===== src/rtl/sdpram_arbiter_if.sv =====
// Client and RAM-side signal bundle for sdpram_arbiter.
// The arbiter takes the slave modport; clients and the RAM model sit on master.
interface sdpram_arbiter_if #(
    parameter int ADDR_W = 10,
    parameter int DATA_W = 32
);
    logic              w0_req;
    logic              w1_req;
    logic [ADDR_W-1:0] w0_addr;
    logic [ADDR_W-1:0] w1_addr;
    logic [DATA_W-1:0] w0_data;
    logic [DATA_W-1:0] w1_data;
    logic              w0_gnt;
    logic              w1_gnt;

    logic              r0_req;
    logic              r1_req;
    logic [ADDR_W-1:0] r0_addr;
    logic [ADDR_W-1:0] r1_addr;
    logic              r0_gnt;
    logic              r1_gnt;
    logic              r0_rvalid;
    logic              r1_rvalid;
    logic [DATA_W-1:0] rdata;

    logic              wena;
    logic [ADDR_W-1:0] addra;
    logic [DATA_W-1:0] dina;
    logic              renb;
    logic [ADDR_W-1:0] addrb;
    logic [DATA_W-1:0] doutb;

    modport slave (
        input  w0_req, w1_req, w0_addr, w1_addr, w0_data, w1_data,
        input  r0_req, r1_req, r0_addr, r1_addr, doutb,
        output w0_gnt, w1_gnt, r0_gnt, r1_gnt, r0_rvalid, r1_rvalid, rdata,
        output wena, addra, dina, renb, addrb
    );

    modport master (
        output w0_req, w1_req, w0_addr, w1_addr, w0_data, w1_data,
        output r0_req, r1_req, r0_addr, r1_addr, doutb,
        input  w0_gnt, w1_gnt, r0_gnt, r1_gnt, r0_rvalid, r1_rvalid, rdata,
        input  wena, addra, dina, renb, addrb
    );
endinterface


===== src/rtl/sdpram_arbiter.sv =====
// Round-robin arbiter for two writers on RAM port A and two readers on port B,
// with registered RAM commands and a 2-stage tag pipeline routing read data back.
module sdpram_arbiter #(
    parameter int ADDR_W = 10,
    parameter int DATA_W = 32
) (
    input  logic                clk,
    input  logic                rst,
    sdpram_arbiter_if.slave     bus
);
    typedef enum logic {FAV_0 = 1'b0, FAV_1 = 1'b1} rr_e;

    rr_e               wp_q, wp_d;
    rr_e               rp_q, rp_d;

    logic              w0_gnt, w1_gnt, w_any;
    logic [ADDR_W-1:0] w_addr;
    logic [DATA_W-1:0] w_data;
    logic              r0_elig, r1_elig;
    logic              r0_gnt, r1_gnt, r_any;
    logic [ADDR_W-1:0] r_addr;

    logic              wena_q;
    logic [ADDR_W-1:0] addra_q;
    logic [DATA_W-1:0] dina_q;
    logic              renb_q;
    logic [ADDR_W-1:0] addrb_q;
    logic              s1_vld_q, s1_id_q;
    logic              s2_vld_q, s2_id_q;

    always_comb begin
        w0_gnt  = 1'b0;
        w1_gnt  = 1'b0;
        r0_gnt  = 1'b0;
        r1_gnt  = 1'b0;
        if (rst) begin
            w0_gnt = bus.w0_req & (~bus.w1_req | (wp_q == FAV_0));
            w1_gnt = bus.w1_req & (~bus.w0_req | (wp_q == FAV_1));
        end
        w_any  = w0_gnt | w1_gnt;
        w_addr = w1_gnt ? bus.w1_addr : bus.w0_addr;
        w_data = w1_gnt ? bus.w1_data : bus.w0_data;

        // A reader hitting this cycle's write address is skipped so it retries and sees the new data.
        r0_elig = rst & bus.r0_req & ~(w_any & (bus.r0_addr == w_addr));
        r1_elig = rst & bus.r1_req & ~(w_any & (bus.r1_addr == w_addr));
        r0_gnt  = r0_elig & (~r1_elig | (rp_q == FAV_0));
        r1_gnt  = r1_elig & (~r0_elig | (rp_q == FAV_1));
        r_any   = r0_gnt | r1_gnt;
        r_addr  = r1_gnt ? bus.r1_addr : bus.r0_addr;

        wp_d = wp_q;
        if (w0_gnt)      wp_d = FAV_1;
        else if (w1_gnt) wp_d = FAV_0;

        rp_d = rp_q;
        if (r0_gnt)      rp_d = FAV_1;
        else if (r1_gnt) rp_d = FAV_0;
    end

    always_ff @(posedge clk or negedge rst) begin
        if (!rst) begin
            wp_q     <= FAV_0;
            rp_q     <= FAV_0;
            wena_q   <= 1'b0;
            addra_q  <= '0;
            dina_q   <= '0;
            renb_q   <= 1'b0;
            addrb_q  <= '0;
            s1_vld_q <= 1'b0;
            s1_id_q  <= 1'b0;
            s2_vld_q <= 1'b0;
            s2_id_q  <= 1'b0;
        end else begin
            wp_q     <= wp_d;
            rp_q     <= rp_d;
            wena_q   <= w_any;
            renb_q   <= r_any;
            if (w_any) begin
                addra_q <= w_addr;
                dina_q  <= w_data;
            end
            if (r_any) begin
                addrb_q <= r_addr;
            end
            s1_vld_q <= r_any;
            s1_id_q  <= r1_gnt;
            s2_vld_q <= s1_vld_q;
            s2_id_q  <= s1_id_q;
        end
    end

    assign bus.w0_gnt    = w0_gnt;
    assign bus.w1_gnt    = w1_gnt;
    assign bus.r0_gnt    = r0_gnt;
    assign bus.r1_gnt    = r1_gnt;
    assign bus.wena      = wena_q;
    assign bus.addra     = addra_q;
    assign bus.dina      = dina_q;
    assign bus.renb      = renb_q;
    assign bus.addrb     = addrb_q;
    assign bus.r0_rvalid = s2_vld_q & ~s2_id_q;
    assign bus.r1_rvalid = s2_vld_q &  s2_id_q;
    assign bus.rdata     = bus.doutb;
endmodule


===== src/flat_wrapper.sv =====
// flat-port wrapper written by rule: the top's interface ports become plain ports
module sdpram_arbiter_flat 
#(
    parameter int ADDR_W = 10,
    parameter int DATA_W = 32
)
  (clk, rst, bus_w0_req, bus_w1_req, bus_w0_addr, bus_w1_addr, bus_w0_data, bus_w1_data, bus_r0_req, bus_r1_req, bus_r0_addr, bus_r1_addr, bus_doutb, bus_w0_gnt, bus_w1_gnt, bus_r0_gnt, bus_r1_gnt, bus_r0_rvalid, bus_r1_rvalid, bus_rdata, bus_wena, bus_addra, bus_dina, bus_renb, bus_addrb);
  sdpram_arbiter_if #(.ADDR_W(ADDR_W), .DATA_W(DATA_W)) bus_i ();
  input  logic clk;
  input  logic rst;
  input wire logic [$bits(bus_i.w0_req)-1:0] bus_w0_req;
  input wire logic [$bits(bus_i.w1_req)-1:0] bus_w1_req;
  input wire logic [$bits(bus_i.w0_addr)-1:0] bus_w0_addr;
  input wire logic [$bits(bus_i.w1_addr)-1:0] bus_w1_addr;
  input wire logic [$bits(bus_i.w0_data)-1:0] bus_w0_data;
  input wire logic [$bits(bus_i.w1_data)-1:0] bus_w1_data;
  input wire logic [$bits(bus_i.r0_req)-1:0] bus_r0_req;
  input wire logic [$bits(bus_i.r1_req)-1:0] bus_r1_req;
  input wire logic [$bits(bus_i.r0_addr)-1:0] bus_r0_addr;
  input wire logic [$bits(bus_i.r1_addr)-1:0] bus_r1_addr;
  input wire logic [$bits(bus_i.doutb)-1:0] bus_doutb;
  output wire logic [$bits(bus_i.w0_gnt)-1:0] bus_w0_gnt;
  output wire logic [$bits(bus_i.w1_gnt)-1:0] bus_w1_gnt;
  output wire logic [$bits(bus_i.r0_gnt)-1:0] bus_r0_gnt;
  output wire logic [$bits(bus_i.r1_gnt)-1:0] bus_r1_gnt;
  output wire logic [$bits(bus_i.r0_rvalid)-1:0] bus_r0_rvalid;
  output wire logic [$bits(bus_i.r1_rvalid)-1:0] bus_r1_rvalid;
  output wire logic [$bits(bus_i.rdata)-1:0] bus_rdata;
  output wire logic [$bits(bus_i.wena)-1:0] bus_wena;
  output wire logic [$bits(bus_i.addra)-1:0] bus_addra;
  output wire logic [$bits(bus_i.dina)-1:0] bus_dina;
  output wire logic [$bits(bus_i.renb)-1:0] bus_renb;
  output wire logic [$bits(bus_i.addrb)-1:0] bus_addrb;
  assign bus_i.w0_req = bus_w0_req;
  assign bus_i.w1_req = bus_w1_req;
  assign bus_i.w0_addr = bus_w0_addr;
  assign bus_i.w1_addr = bus_w1_addr;
  assign bus_i.w0_data = bus_w0_data;
  assign bus_i.w1_data = bus_w1_data;
  assign bus_i.r0_req = bus_r0_req;
  assign bus_i.r1_req = bus_r1_req;
  assign bus_i.r0_addr = bus_r0_addr;
  assign bus_i.r1_addr = bus_r1_addr;
  assign bus_i.doutb = bus_doutb;
  assign bus_w0_gnt = bus_i.w0_gnt;
  assign bus_w1_gnt = bus_i.w1_gnt;
  assign bus_r0_gnt = bus_i.r0_gnt;
  assign bus_r1_gnt = bus_i.r1_gnt;
  assign bus_r0_rvalid = bus_i.r0_rvalid;
  assign bus_r1_rvalid = bus_i.r1_rvalid;
  assign bus_rdata = bus_i.rdata;
  assign bus_wena = bus_i.wena;
  assign bus_addra = bus_i.addra;
  assign bus_dina = bus_i.dina;
  assign bus_renb = bus_i.renb;
  assign bus_addrb = bus_i.addrb;
  sdpram_arbiter #(.ADDR_W(ADDR_W), .DATA_W(DATA_W)) u_core (.clk(clk), .rst(rst), .bus(bus_i));
endmodule

===== config.mk =====
export PLATFORM = sky130hd
export DESIGN_NAME = sdpram_arbiter_flat
export DESIGN_NICKNAME = d
export VERILOG_FILES = /design/src/rtl/sdpram_arbiter_if.sv /design/src/rtl/sdpram_arbiter.sv /design/src/flat_wrapper.sv
export SDC_FILE = /design/constraint.sdc
export NUM_CORES = 1
export LEC_CHECK = 0
export CORE_ASPECT_RATIO = 0.75
export CORE_UTILIZATION = 33
export CTS_BUF_LIST = sky130_fd_sc_hd__clkbuf_2
export CTS_CLUSTER_SIZE = 12
export DETAILED_ROUTE_END_ITERATION = 16
export PLACE_DENSITY = 0.79
export SKIP_CTS_REPAIR_TIMING = 1
export SLEW_MARGIN = 20
export SYNTH_ARGS = -nofsm -noshare
export SYNTH_HDL_FRONTEND = slang
export SYNTH_SLANG_ARGS = --single-unit

===== constraint.sdc =====
create_clock -name clk -period 2.6 [get_ports clk]
set_clock_uncertainty 0.1 [all_clocks]
set_input_delay 0.26 -clock clk [delete_from_list [all_inputs] [get_ports clk]]
set_output_delay 0.26 -clock clk [all_outputs]
set_load 0.02 [all_outputs]

* Word level (Yosys, flattened, before mapping) *
Index checks and enable logic that the tools add are counted.

storage, ports and cells
  input bits = 142
  register bits = 59
  word-level logic and storage cells = 50
  output and inout port bits = 92

operators by class
  multiplexer cells = 9
  reductions and logical operators = 2
  bitwise gates (word level) = 27
  equality and inequality tests = 2

operators with widths
  operator              number
  two-way mux 32 bit    1
  equality test 10 bit  2
  two-way mux 10 bit    2
  AND 1 bit             12
  NOT 1 bit             9
  two-way mux 1 bit     6
  bitwise OR 1 bit      6
  nonzero test 2 bit    2

* Logic depth before layout (Yosys ltp) *
  depth in word-level cells = 14
  mapped depth = 10
  mapped depth without buffers = 8

* Worst setup path before layout *
OpenSTA, ideal clock, no wires.

  kind = register to output
  start = register u_core.wp_q
  end = output port bus_r0_gnt
  setup slack = -0.108 ns
  data arrival time = 2.348 ns
  stages on the path, launching flop included = 9
  path through = dfrtp_1 nand2b_2 buf_6 a2111oi_4 a22oi_1 a21oi_1 a41oi_2 clkbuf_1 a211oi_1

between the ends
  cells in the longest elaborated chain, start to end = 11
  elaborated cells between the ends (all ways) = 20
  classes of those cells = eq/ne (2); mux (3); bitwise (15)

ends and longest elaborated chain
  element                                                   line                                        source
  from (decl)                                               sdpram_arbiter.sv:13                        rr_e wp_q, wp_d;
  from (signal assigned)                                    sdpram_arbiter.sv:75                        wp_q <= wp_d;
  bitwise OR 1 bit or NOT 1 bit (tied branches)             sdpram_arbiter.sv:38, sdpram_arbiter.sv:37
  AND 1 bit or bitwise OR 1 bit (tied branches)             sdpram_arbiter.sv:38, sdpram_arbiter.sv:37
  two-way mux 1 bit or AND 1 bit (tied branches)            sdpram_arbiter.sv:36, sdpram_arbiter.sv:37
  two-way mux 10 bit or two-way mux 1 bit (tied branches)   sdpram_arbiter.sv:41, sdpram_arbiter.sv:36
  equality test 10 bit or bitwise OR 1 bit (tied branches)  sdpram_arbiter.sv:46, sdpram_arbiter.sv:40
  AND 1 bit                                                 sdpram_arbiter.sv:46                        r1_elig = rst & bus.r1_req & ~(w_any & (bus.r1_addr == w_addr));
  NOT 1 bit                                                 sdpram_arbiter.sv:46
  AND 1 bit                                                 sdpram_arbiter.sv:46
  NOT 1 bit                                                 sdpram_arbiter.sv:47                        r0_gnt = r0_elig & (~r1_elig | (rp_q == FAV_0));
  bitwise OR 1 bit                                          sdpram_arbiter.sv:47
  AND 1 bit (*)                                             sdpram_arbiter.sv:47
  to (decl)                                                 flat_wrapper.sv:24                          output wire logic [$bits(bus_i.r0_gnt)-1:0] bus_r0_gnt;

Mark *: on every way between the ends. The rest lies on a longest branch, timed or not.

* Worst setup path in the final report *
Same ends and word-level chain as after synthesis.

==> results.sh <==
export IMPL_max_slew_worst_pin_slew_ps=788
export IMPL_max_cap_check_violation_count=0
export IMPL_ys_types=53
export IMPL_synth_xor_area_share_pct=2.31
export IMPL_final_max_slew_violation_count=0
export IMPL_groute_layer_met2_usage_pct=34.2
export IMPL_leakage_power_nw=2.37
export IMPL_synthArstFlopShare_pct=100
export IMPL_clock_sinks=59
export IMPL_post_synth_edffs=0
export IMPL_final_setup_worst_slack_ps=-538
export IMPL_finalSetupTns_ps=-3530
export IMPL_grtUsageTotal_pct=23.5
export IMPL_place_detailed_instances=687
export IMPL_largest_family_of_logic_cells_by_synthesized_area="compound AO/OA/AOI/OAI gates"
export IMPL_tritoncts="built"
export IMPL_regToRegStartpoint="u_core.wp_q"
export IMPL_groute_layer_met3_usage_pct=9.01
export IMPL_buffer_ports_inserted=169
export IMPL_min_from="rst"
export IMPL_core_sq_um=9850
export IMPL_dp_hpwl_um=9700
export IMPL_drt_pass1_iter_count=5
export IMPL_post_synth_fa_ha_maj_area_fraction_pct=0
export IMPL_post_synth_and_or_nand_nor_area_fraction_pct=18.7
export IMPL_clk_transition_reported_paths_ps=160
export IMPL_nNetsFinal=718
export IMPL_cts_root_buf="clkbuf_2"
export IMPL_chipWidth_um=119
export IMPL_layout_core_utilization_pct=58.3
export IMPL_time_the_worst_path_needs_with_i_o_delays_and_setup_ps=3140
export IMPL_grt_first_pass_wirelength_um=19400
export IMPL_crit_path_end_kind="output pin"
export IMPL_layout_commonest_cell="clkdlybuf4s50_1"
export IMPL_gpl_final_weighted_congestion=0.902
export IMPL_critPathBufInv=4
export IMPL_route_antenna_remaining_nets=0
export IMPL_fraction_of_the_mapped_netlist_area_in_compound_gates_pct=22.9
export IMPL_ys_dominant_reg_cell="dfrtp_1"
export IMPL_num_rows=31
export IMPL_drt_iter0_drc=220
export IMPL_final_hold_viol_count=0
export IMPL_final_period_utilization_pct=121
export IMPL_antenna_found_initial=0
export IMPL_die_area_sq_um=10800
export IMPL_grt_met1_usage_pct=32.9
export IMPL_crit_path_cell_trace="buf_6 > nor2b_4 > o21ai_2 > and3_1 > or4_4 > nor4_4 > buf_4 > buf_6 > a211oi_2 > buf_4"
export IMPL_failed_checks="setup timing"
export IMPL_synth_avg_cell_area_sq_um=9.44
export IMPL_reg2reg_to="u_core.bus.addrb[8]"
export IMPL_worst_ep_arrival_time_ps=2780
export IMPL_power_per_cell_area_nw_per_um2=482
export IMPL_holdCritPathClass="input port to flop"
export IMPL_synth_largest_area_cell="dfrtp_1"
export IMPL_critical_path_class="flop to output pin"
export IMPL_grt_start_max_net_pins=54
export IMPL_avgRoutedWirePerCell_um=17.7
export IMPL_holdPathEnd="u_core.wp_q"
export IMPL_detail_route_vias_per_cell=5.14
export IMPL_worstSetupStartpointType="flop"
export IMPL_top_cell_type_s_share_of_synthesized_area_pct=43.2
export IMPL_critical_path_max_stage_delay_ps=520
export IMPL_yosys_warnings=0
export IMPL_synthMuxAreaShare_pct=0.586
export IMPL_syn_to_final_growth_pct=68.2
export IMPL_grt_busiest_layer="met2"
export IMPL_grt_setup_unrepaired="true"
export IMPL_crit_fanout=7
export IMPL_detail_route_drc_violations=0
export IMPL_cp_top_family="simple AND/OR/NAND/NOR gates"
export IMPL_drt_wl_total_um=12600
export IMPL_setup_viol=14
export IMPL_grt_overflow_total=0
export IMPL_ctsLongestPathBuffers=2
export IMPL_proportion_of_synthesized_chip_area_in_sequential_cells_pct=43.2
export IMPL_number_of_standard_cells_in_the_final_layout_excluding_fillers=713
export IMPL_dr_total_vias=3662
export IMPL_worstPathRequired_ps=2240
export IMPL_ir_drop_uv=387
export IMPL_floorplan_initialDensity_pct=34.7
export IMPL_worstHoldPathCells=4
export IMPL_slowest_stage="or4_4"
export IMPL_htreeDepth=3
export IMPL_dp_slack_ps=-940
export IMPL_number_of_global_route_vias_before_repair=3629
export IMPL_post_synth_main_area_contributors="dfrtp_1 43%, nor2_1 8.4%, buf_4 7.3%, o22ai_1 6.2%, a2111o_1 3.3%"
export IMPL_rrSetupSlack_ps=-240
export IMPL_syn_nets=504
export IMPL_postSynthRegisterBits=59
export IMPL_chipHeight_um=90.1
export IMPL_drive_gt1_share_pct=22.4
export IMPL_maxSlewHeadroom_pct=47.3
export IMPL_tritoncts_num_buffers=9
export IMPL_mappedNetlistArea_sq_um=3420
export IMPL_reg2regPathDepth=11
export IMPL_clkLatencyLatePin_ps=480
export IMPL_boundaryPins=234
export IMPL_maxClockFrequency_ghz=0.319
export IMPL_layout_cells_most_common_list="166 x clkdlybuf4s50_1, 81 x buf_4, 76 x nor2_1, 59 x dfrtp_1, 34 x o22ai_1"
export IMPL_n_antenna_cell=0
export IMPL_netlist_instances=362
export IMPL_status="finished with violations"
==> metal layers <==
metal / share of wire [%] / vias up / wire length (um)
li1: - / 1721 / -
met1: 47 / 1780 / 5890
met2: 44 / 145 / 5600
met3: 8.3 / 16 / 1040
met4: 0.77 / 0 / 97
met5: 0 / - / 0
==> tightest hold or removal path, cell delays in order <==
cell and delay (ps):
buf_2 120, buf_4 110, buf_4 120, a31oi_1 70
==> cell families after synthesis <==
logic type,Yosys count
AOI/OAI and AO/OA,102
xor gates and xnor gates,9
buffers and inverters,64
DFF,59
muxes,2
and+or+nand+nor,126
==> flip-flops by register name, summed over array words and instances (netlist names) <==
name and count:
u_core.rp_q 1, u_core.s2_vld_q 1, u_core.s1_id_q 1, u_core.bus.dina 32
u_core.bus.wena 1, u_core.bus.addra 10, u_core.wp_q 1, u_core.s2_id_q 1
u_core.bus.addrb 10, u_core.bus.renb 1
==> where the power goes <==
group / internal (mW) / leakage, nW / switching, mW
registers: 1.05 / 0.657 / 0.0889
clock network: 0.120 / 0.0528 / 0.345
logic: 0.618 / 1.66 / 0.548
total: 1.79 / 2.37 / 0.982
==> per-stage QoR <==
step | hold slack (ps) | instance area [sq um] | total power, mW
after floorplan | -136 | 3420 | 1.68
after global placement | 240 | 5490 | 2.25
after detailed placement | 256 | 5490 | 2.27
after CTS | -284 | 5570 | 2.76
after global routing | 70.8 | 5740 | 2.93
final | 117 | 5740 | 2.77
==> how the worst max path moves through the flow <==
stage | depth (start not counted) | end | from
after global routing | 10 | bus_r0_gnt | u_core.wp_q
final | 10 | bus_r0_gnt | u_core.wp_q
after floorplan | 9 | bus_r1_gnt | u_core.wp_q
after global placement | 9 | bus_r1_gnt | bus_w0_req
after detailed placement | 9 | bus_r1_gnt | bus_w0_req
after CTS | 8 | bus_r1_gnt | u_core.wp_q
==> final cells by class <==
| type | count | area [sq um] |
|---|---|---|
| Clock buffer | 10 | 50.0 |
| Clock inverter | 6 | 32.5 |
| Fill cell | 856 | 4110 |
| Inverter | 10 | 37.5 |
| Multi-Input combinational cell | 240 | 1590 |
| Sequential cell | 59 | 1480 |
| Tap cell | 132 | 165 |
| Timing Repair Buffer | 256 | 2390 |
==> synthesized netlist by cell type (4+ instances only) <==
cell and instances:
nor2_1 76, dfrtp_1 59, o22ai_1 34, buf_4 33, a21oi_1 12, clkbuf_1 12, a2111o_1 10, a31oi_1 10
o221a_1 10, inv_1 9, nand3_1 8, nand2b_1 6, xor2_1 6, and3_1 5, buf_6 5, nand2_1 5
nor2b_1 5, o21ai_1 5, nor4_1 4
Power figures use the tool's default switching activity.
==> RTL edit 1, RTL diff (same flow settings) <==
`DATA_W` is set to 32 in 3 places; all go to 48.
--- a/src/rtl/sdpram_arbiter_if.sv
+++ b/src/rtl/sdpram_arbiter_if.sv
@@ -3,5 +3,5 @@
 interface sdpram_arbiter_if #(
     parameter int ADDR_W = 10,
-    parameter int DATA_W = 32
+    parameter int DATA_W = 48
 );
     logic              w0_req;
--- a/src/rtl/sdpram_arbiter.sv
+++ b/src/rtl/sdpram_arbiter.sv
@@ -3,5 +3,5 @@
 module sdpram_arbiter #(
     parameter int ADDR_W = 10,
-    parameter int DATA_W = 32
+    parameter int DATA_W = 48
 ) (
     input  logic                clk,
--- a/src/flat_wrapper.sv
+++ b/src/flat_wrapper.sv
@@ -3,5 +3,5 @@
 #(
     parameter int ADDR_W = 10,
-    parameter int DATA_W = 32
+    parameter int DATA_W = 48
 )
   (clk, rst, bus_w0_req, bus_w1_req, bus_w0_addr, bus_w1_addr, bus_w0_data, bus_w1_data, bus_r0_req, bus_r1_req, bus_r0_addr, bus_r1_addr, bus_doutb, bus_w0_gnt, bus_w1_gnt, bus_r0_gnt, bus_r1_gnt, bus_r0_rvalid, bus_r1_rvalid, bus_rdata, bus_wena, bus_addra, bus_dina, bus_renb, bus_addrb);
Interface: changed (5 resized); port bits go from 234 to 314. The function was not compared with the original's and may differ.
==> RTL edit 1 against the unedited design <==
  * The run ends with hold timing, setup timing left
  * Largest power group is now registers
  * Sequential share of layout area rose by 2.7 points
  * Cell area rose by 15%
  * Routed wire length rose by 20%
  * Largest cell class unchanged
  * Total power rose by 24%
  * Synthesized area rose by 19%
  * Register-to-register slack improved by 60 ps
  * Critical endpoint is now bus_r1_gnt
  * Setup slack got worse by 36 ps
  * Sequential cell count rose by 16
==> RTL edit 1: results (changes against the unedited design) <==
Status
  • Status: finished, violations left
  • Failing checks: hold timing, setup timing

Finish
  • Non-clock buffer contribution to total cell area: 40.3% (-1.3 points)
  • Area used by sequential logic in the layout: 0.00188 mm² (+27%)
  • Layout Cells excl Fill: 833 (+17%)
  • Count of multi-input gates: 285 (+19%)
  • Inverter count of the layout excluding clock inverters: 14 (+4)
  • Area of the multi-input gates: 0.00170 mm² (+6.8%)
  • Number of flip-flops in the largest register: 48 (+50%)
  • Layout cells sized above 1: 16.5% (-5.8 points)
  • Number of inserted filler cells in the final layout: 1057 (+23%)
  • Buffers outside the clock class: 281 (+9.8%)
  • Total of clock buffers placed in the layout: 9 (-1)
  • Share of final layout cell area taken by clock buffers and inverters: 1.59% (+0.15 points)
  • Total Nets Final: 856 (+19%)

Power and ir drop
  • Pwr Density: 522 mW/mm² (+8.1%)
  • Max IR drop VDD: 0.000229 V (-41%)
  • Leakage power: 0.00274 µW (+16%)

Global routing
  • Pin count of the biggest net entering global routing: 75 (+39%)
  • First-pass GRT wire length: 22600 µm (+16%)
  • Grt met3 use: 7.07% (-1.9 points)
  • All-Layer GR Usage: 23.3% (-0.25 points)
  • Via count of the first global-routing pass: 4320 (+19%)
  • Met2 routing resource usage after global routing: 35.9% (+1.8 points)
  • Global Route met1 Usage: 30.7% (-2.2 points)

Synth
  • Post-synthesis register bit count: 75 (+27%)
  • Post-synthesis mux area share: 0.493% (-0.093 points)
  • Mean instance size in the synthesized netlist: 9.06 µm² (-4.0%)
  • Post-Synthesis Net Count: 638 (+27%)
  • Synthesized-area fraction occupied by ao, oa, aoi and oai cells: 20.2% (-2.8 points)
  • Post-synth top cells: nor2_1, dfrtp_1, buf_4, o22ai_1, clkbuf_1
  • Seq/Total Area, Yosys: 46.3% (+3.0 points)
  • Xor and xnor area share after synthesis: 1.94% (-0.37 points)

Detailed routing
  • First DRT Iteration DRCs: 387 (+76%)
  • Number of vias after detailed routing: 4355 (+19%)
  • Wire per inst: 18.1 µm (+2.4%)

Setup path
  • Setup slack, reg-to-reg: -180 ps (+60 ps)
  • CP arrival: 2810 ps (+30 ps)
  • Capturing point of the worst reg2reg path: u_core.bus.addrb[2]
  • Slowest Stage Delay on Critical Path: 450 ps (-70 ps)
  • Highest fanout seen on the critical path: 8 (+1)

Timing
  • Sum of negative setup slack: -2800 ps (+723 ps)
  • Final setup violation count: 12 (-2)
  • Worst hold margin: -85.4 ps (-202 ps)
  • Transition at the pin with the smallest max-transition slack: 951 ps (+163 ps)
  • Final hold vios: 40 (+40)
  • Fin worst setup slack: -575 ps (-36.4 ps)

Placed design
  • Number of input and output port buffers inserted: 217 (+28%)
  • Placer Congestion: 0.956 (+6.0%)
  • Post-placement worst setup slack: -934 ps (+5.93 ps)
  • Half-perimeter wire length after detailed placement: 11800 µm (+21%)
  • Cell area after placement: 0.00643 mm² (+17%)
  • Count of placed standard cells including taps: 815 (+19%)

Floorplanning
  • Chip width: 130 µm (+8.8%)

Worst hold path
  • Worst min path class: in2async

Clocking
  • Clock network latency to the later pin of the worst-skew pair: 520 ps (+40 ps)
  • H-tree levels: 3 (unchanged)
==> RTL edit 1: changes by cell type after synthesis, moves of 11 or more <==
cell / before / now
o21ai_0: 3 / 14
nor2_1: 76 / 100
dfrtp_1: 59 / 75
o22ai_1: 34 / 49
o221a_2: 0 / 11
buf_4: 33 / 50
==> RTL edit 1: routing by layer <==
metal	part of all wire (%)	wire, µm
met1	44	6610
met5	0	0
met4	2.3	348
met3	8.3	1260
met2	46	6880
==> RTL edit 1: worst min-delay path by stage <==
| stage | from | to | slack, ps |
|---|---|---|---|
| after global routing | rst | u_core.bus.addrb[9] | -50 |
| after detailed placement | rst | u_core.wp_q | 100 |
| after global placement | rst | u_core.wp_q | 100 |
| after CTS | rst | u_core.bus.addra[9] | -550 |
| after floorplan | rst | u_core.bus.addra[0] | -140 |
| final | rst | u_core.rp_q | -90 |
==> RTL edit 1: report_power, final <==
group	switching (µW)	total (µW)	internal, µW	leakage, µW
clock	483	626	143	0.0000575
sequential	110	1450	1340	0.000841
combinational	651	1370	718	0.00184
==> RTL edit 2, RTL diff (config.mk and constraints unchanged) <==
Made on the original files. Make the reset (`rst`) synchronous in one clocked block.
--- a/src/rtl/sdpram_arbiter.sv
+++ b/src/rtl/sdpram_arbiter.sv
@@ -59,5 +59,5 @@
     end
 
-    always_ff @(posedge clk or negedge rst) begin
+    always_ff @(posedge clk) begin
         if (!rst) begin
             wp_q     <= FAV_0;
Check against the original RTL: differs if rst is asserted again (counterexample within 4 cycles, from zero or initial values and one cycle with rst low); with rst held inactive, the same outputs for 10 cycles.
==> RTL edit 2 against the unedited design <==
  * Critical path type is now in2out
  * Routed wire length shrank 0.38%
  * Setup slack gained 200 ps
  * Highest routed layer unchanged
  * Total power shrank 12%
  * Largest cell class unchanged
  * The flow still finishes with violations (setup timing)
  * Worst hold slack gained 120 ps
  * Synthesized area grew 0.51%
  * Sequential cell count is the same
  * Cell area shrank 2.5%
  * First-iteration DRC count grew 7.3%
  * Sequential power shrank 11%
  * Combinational power shrank 27%
  * Synthesized cell count grew 21%
  * Fmax grew 6.9%
  * Clock power grew 24%
==> RTL edit 2: results (changes against the unedited design) <==
Setup path
  • Count of cells along the worst register-to-register path: 9 (-2)
  • Setup slack, reg-to-reg: 60 ps (+300 ps)
  • Capturing point of the worst reg2reg path: u_core.bus.addrb[8]
  • CP arrival: 2580 ps (-200 ps)
  • Startpoint types: input port
  • Highest fanout seen on the critical path: 6 (-1)
  • RR Startpoint: u_core.wp_q
  • Critical path origin: bus_w0_req

Worst hold path
  • Startpoint of the tightest hold check path: bus_w1_data[29]
  • Hold Crit Endpoint: u_core.bus.dina[29]
  • Number of cells on the worst hold path: 3 (-1)
  • Worst min path class: in2reg

Global routing
  • Met2 routing resource usage after global routing: 36.0% (+1.9 points)
  • All-Layer GR Usage: 22.5% (-1.0 points)
  • Pin count of the biggest net entering global routing: 86 (+59%)
  • Via count of the first global-routing pass: 3751 (+3.4%)
  • First-pass GRT wire length: 19100 µm (-1.8%)
  • Global Route met1 Usage: 28.9% (-4.0 points)
  • Grt met3 use: 6.76% (-2.3 points)

Power and ir drop
  • Reported sequential group power: 1020 µW (-11%)
  • Clk pwr: 574 µW (+24%)
  • Max IR drop VDD: 0.000212 V (-45%)
  • Leakage power: 0.00227 µW (-4.3%)
  • Register share of total power: 41.6% (+0.5 points)
  • Net switching power: 800 µW (-19%)

Detailed routing
  • Highest layer used for signal routing: met4
  • Wire per inst: 16.6 µm (-6.2%)
  • Via count normalized by instance count: 5.14 (+0.15%)
  • Routed met3 length: 918 µm (-12%)
  • Detailed-route wire length: 12600 µm (-0.38%)
  • WL met2: 5670 µm (+1.3%)
  • Met1 WL: 5790 µm (-1.7%)
  • First DRT Iteration DRCs: 236 (+7.3%)

Synth
  • Post-Synthesis Net Count: 579 (+15%)
  • Predominant post-synthesis flop cell: dfxtp_1
  • Mean instance size in the synthesized netlist: 7.86 µm² (-17%)
  • Synthesized-area fraction occupied by ao, oa, aoi and oai cells: 25.6% (+2.7 points)
  • Leading post-synthesis cells by cell area: dfxtp_1, a311oi_1, nand2_1
  • Post-synth top cells: nand2_1, dfxtp_1, nor2_1, a311oi_1, inv_1
  • Xor and xnor area share after synthesis: 2.55% (+0.24 points)
  • Post-synthesis mux area share: 0.292% (-0.29 points)
  • Synth async-reset ratio: 0% (-100 points)
  • Seq/Total Area, Yosys: 34.4% (-8.8 points)
  • Yosys warnings: 0 (unchanged)

Finish
  • Total Nets Final: 762 (+6.1%)
  • Layout cells sized above 1: 19.5% (-2.9 points)

Timing
  • Final setup violation count: 2 (-12)
  • Worst hold margin: 232 ps (+115 ps)
  • Slew headroom: 46.0% (-1.3 points)
  • Sum of negative setup slack: -628 ps (+2900 ps)
  • Fin worst setup slack: -335 ps (+203 ps)

Placed design
  • Count of placed standard cells including taps: 738 (+7.4%)
  • Cell area after placement: 0.00537 mm² (-2.3%)
  • Post-placement worst setup slack: -813 ps (+127 ps)
  • Half-perimeter wire length after detailed placement: 9500 µm (-2.0%)
  • Placer Congestion: 0.897 (-0.53%)

Status
  • Status: finished, violations left
  • Failing checks: setup timing

Clocking
  • H-tree levels: 3 (unchanged)
-- RTL edit 2: changes by cell type in the layout (fill, tap and decap cells not counted), moves of 20 or more --
cell / unedited run / this run
nor2_1: 76 / 46
o22ai_1: 34 / 3
dfrtp_1: 59 / 0
a311oi_1: 0 / 39
nand2_1: 5 / 75
inv_1: 8 / 35
dfxtp_1: 0 / 58
buf_4: 81 / 61
-- RTL edit 2: final cells by class --
cell class | count | area [µm²]
clock inverter | 6 | 56.3
multi-input combinational | 280 | 1810
timing repair buffer | 232 | 2180
fill | 912 | 4290
inverter | 38 | 145
tap | 132 | 165
sequential | 59 | 1180
clock buffer | 10 | 50.0
-- RTL edit 2: worst max-delay path, stage by stage --
cell             delay [ps]
clkdlybuf4s50_1         620
nor2b_4                 320
o21ai_1                 150
and2_4                  190
a2111oi_2               400
a31o_2                  270
o21bai_2                150
inv_1                    60
buf_4                   150
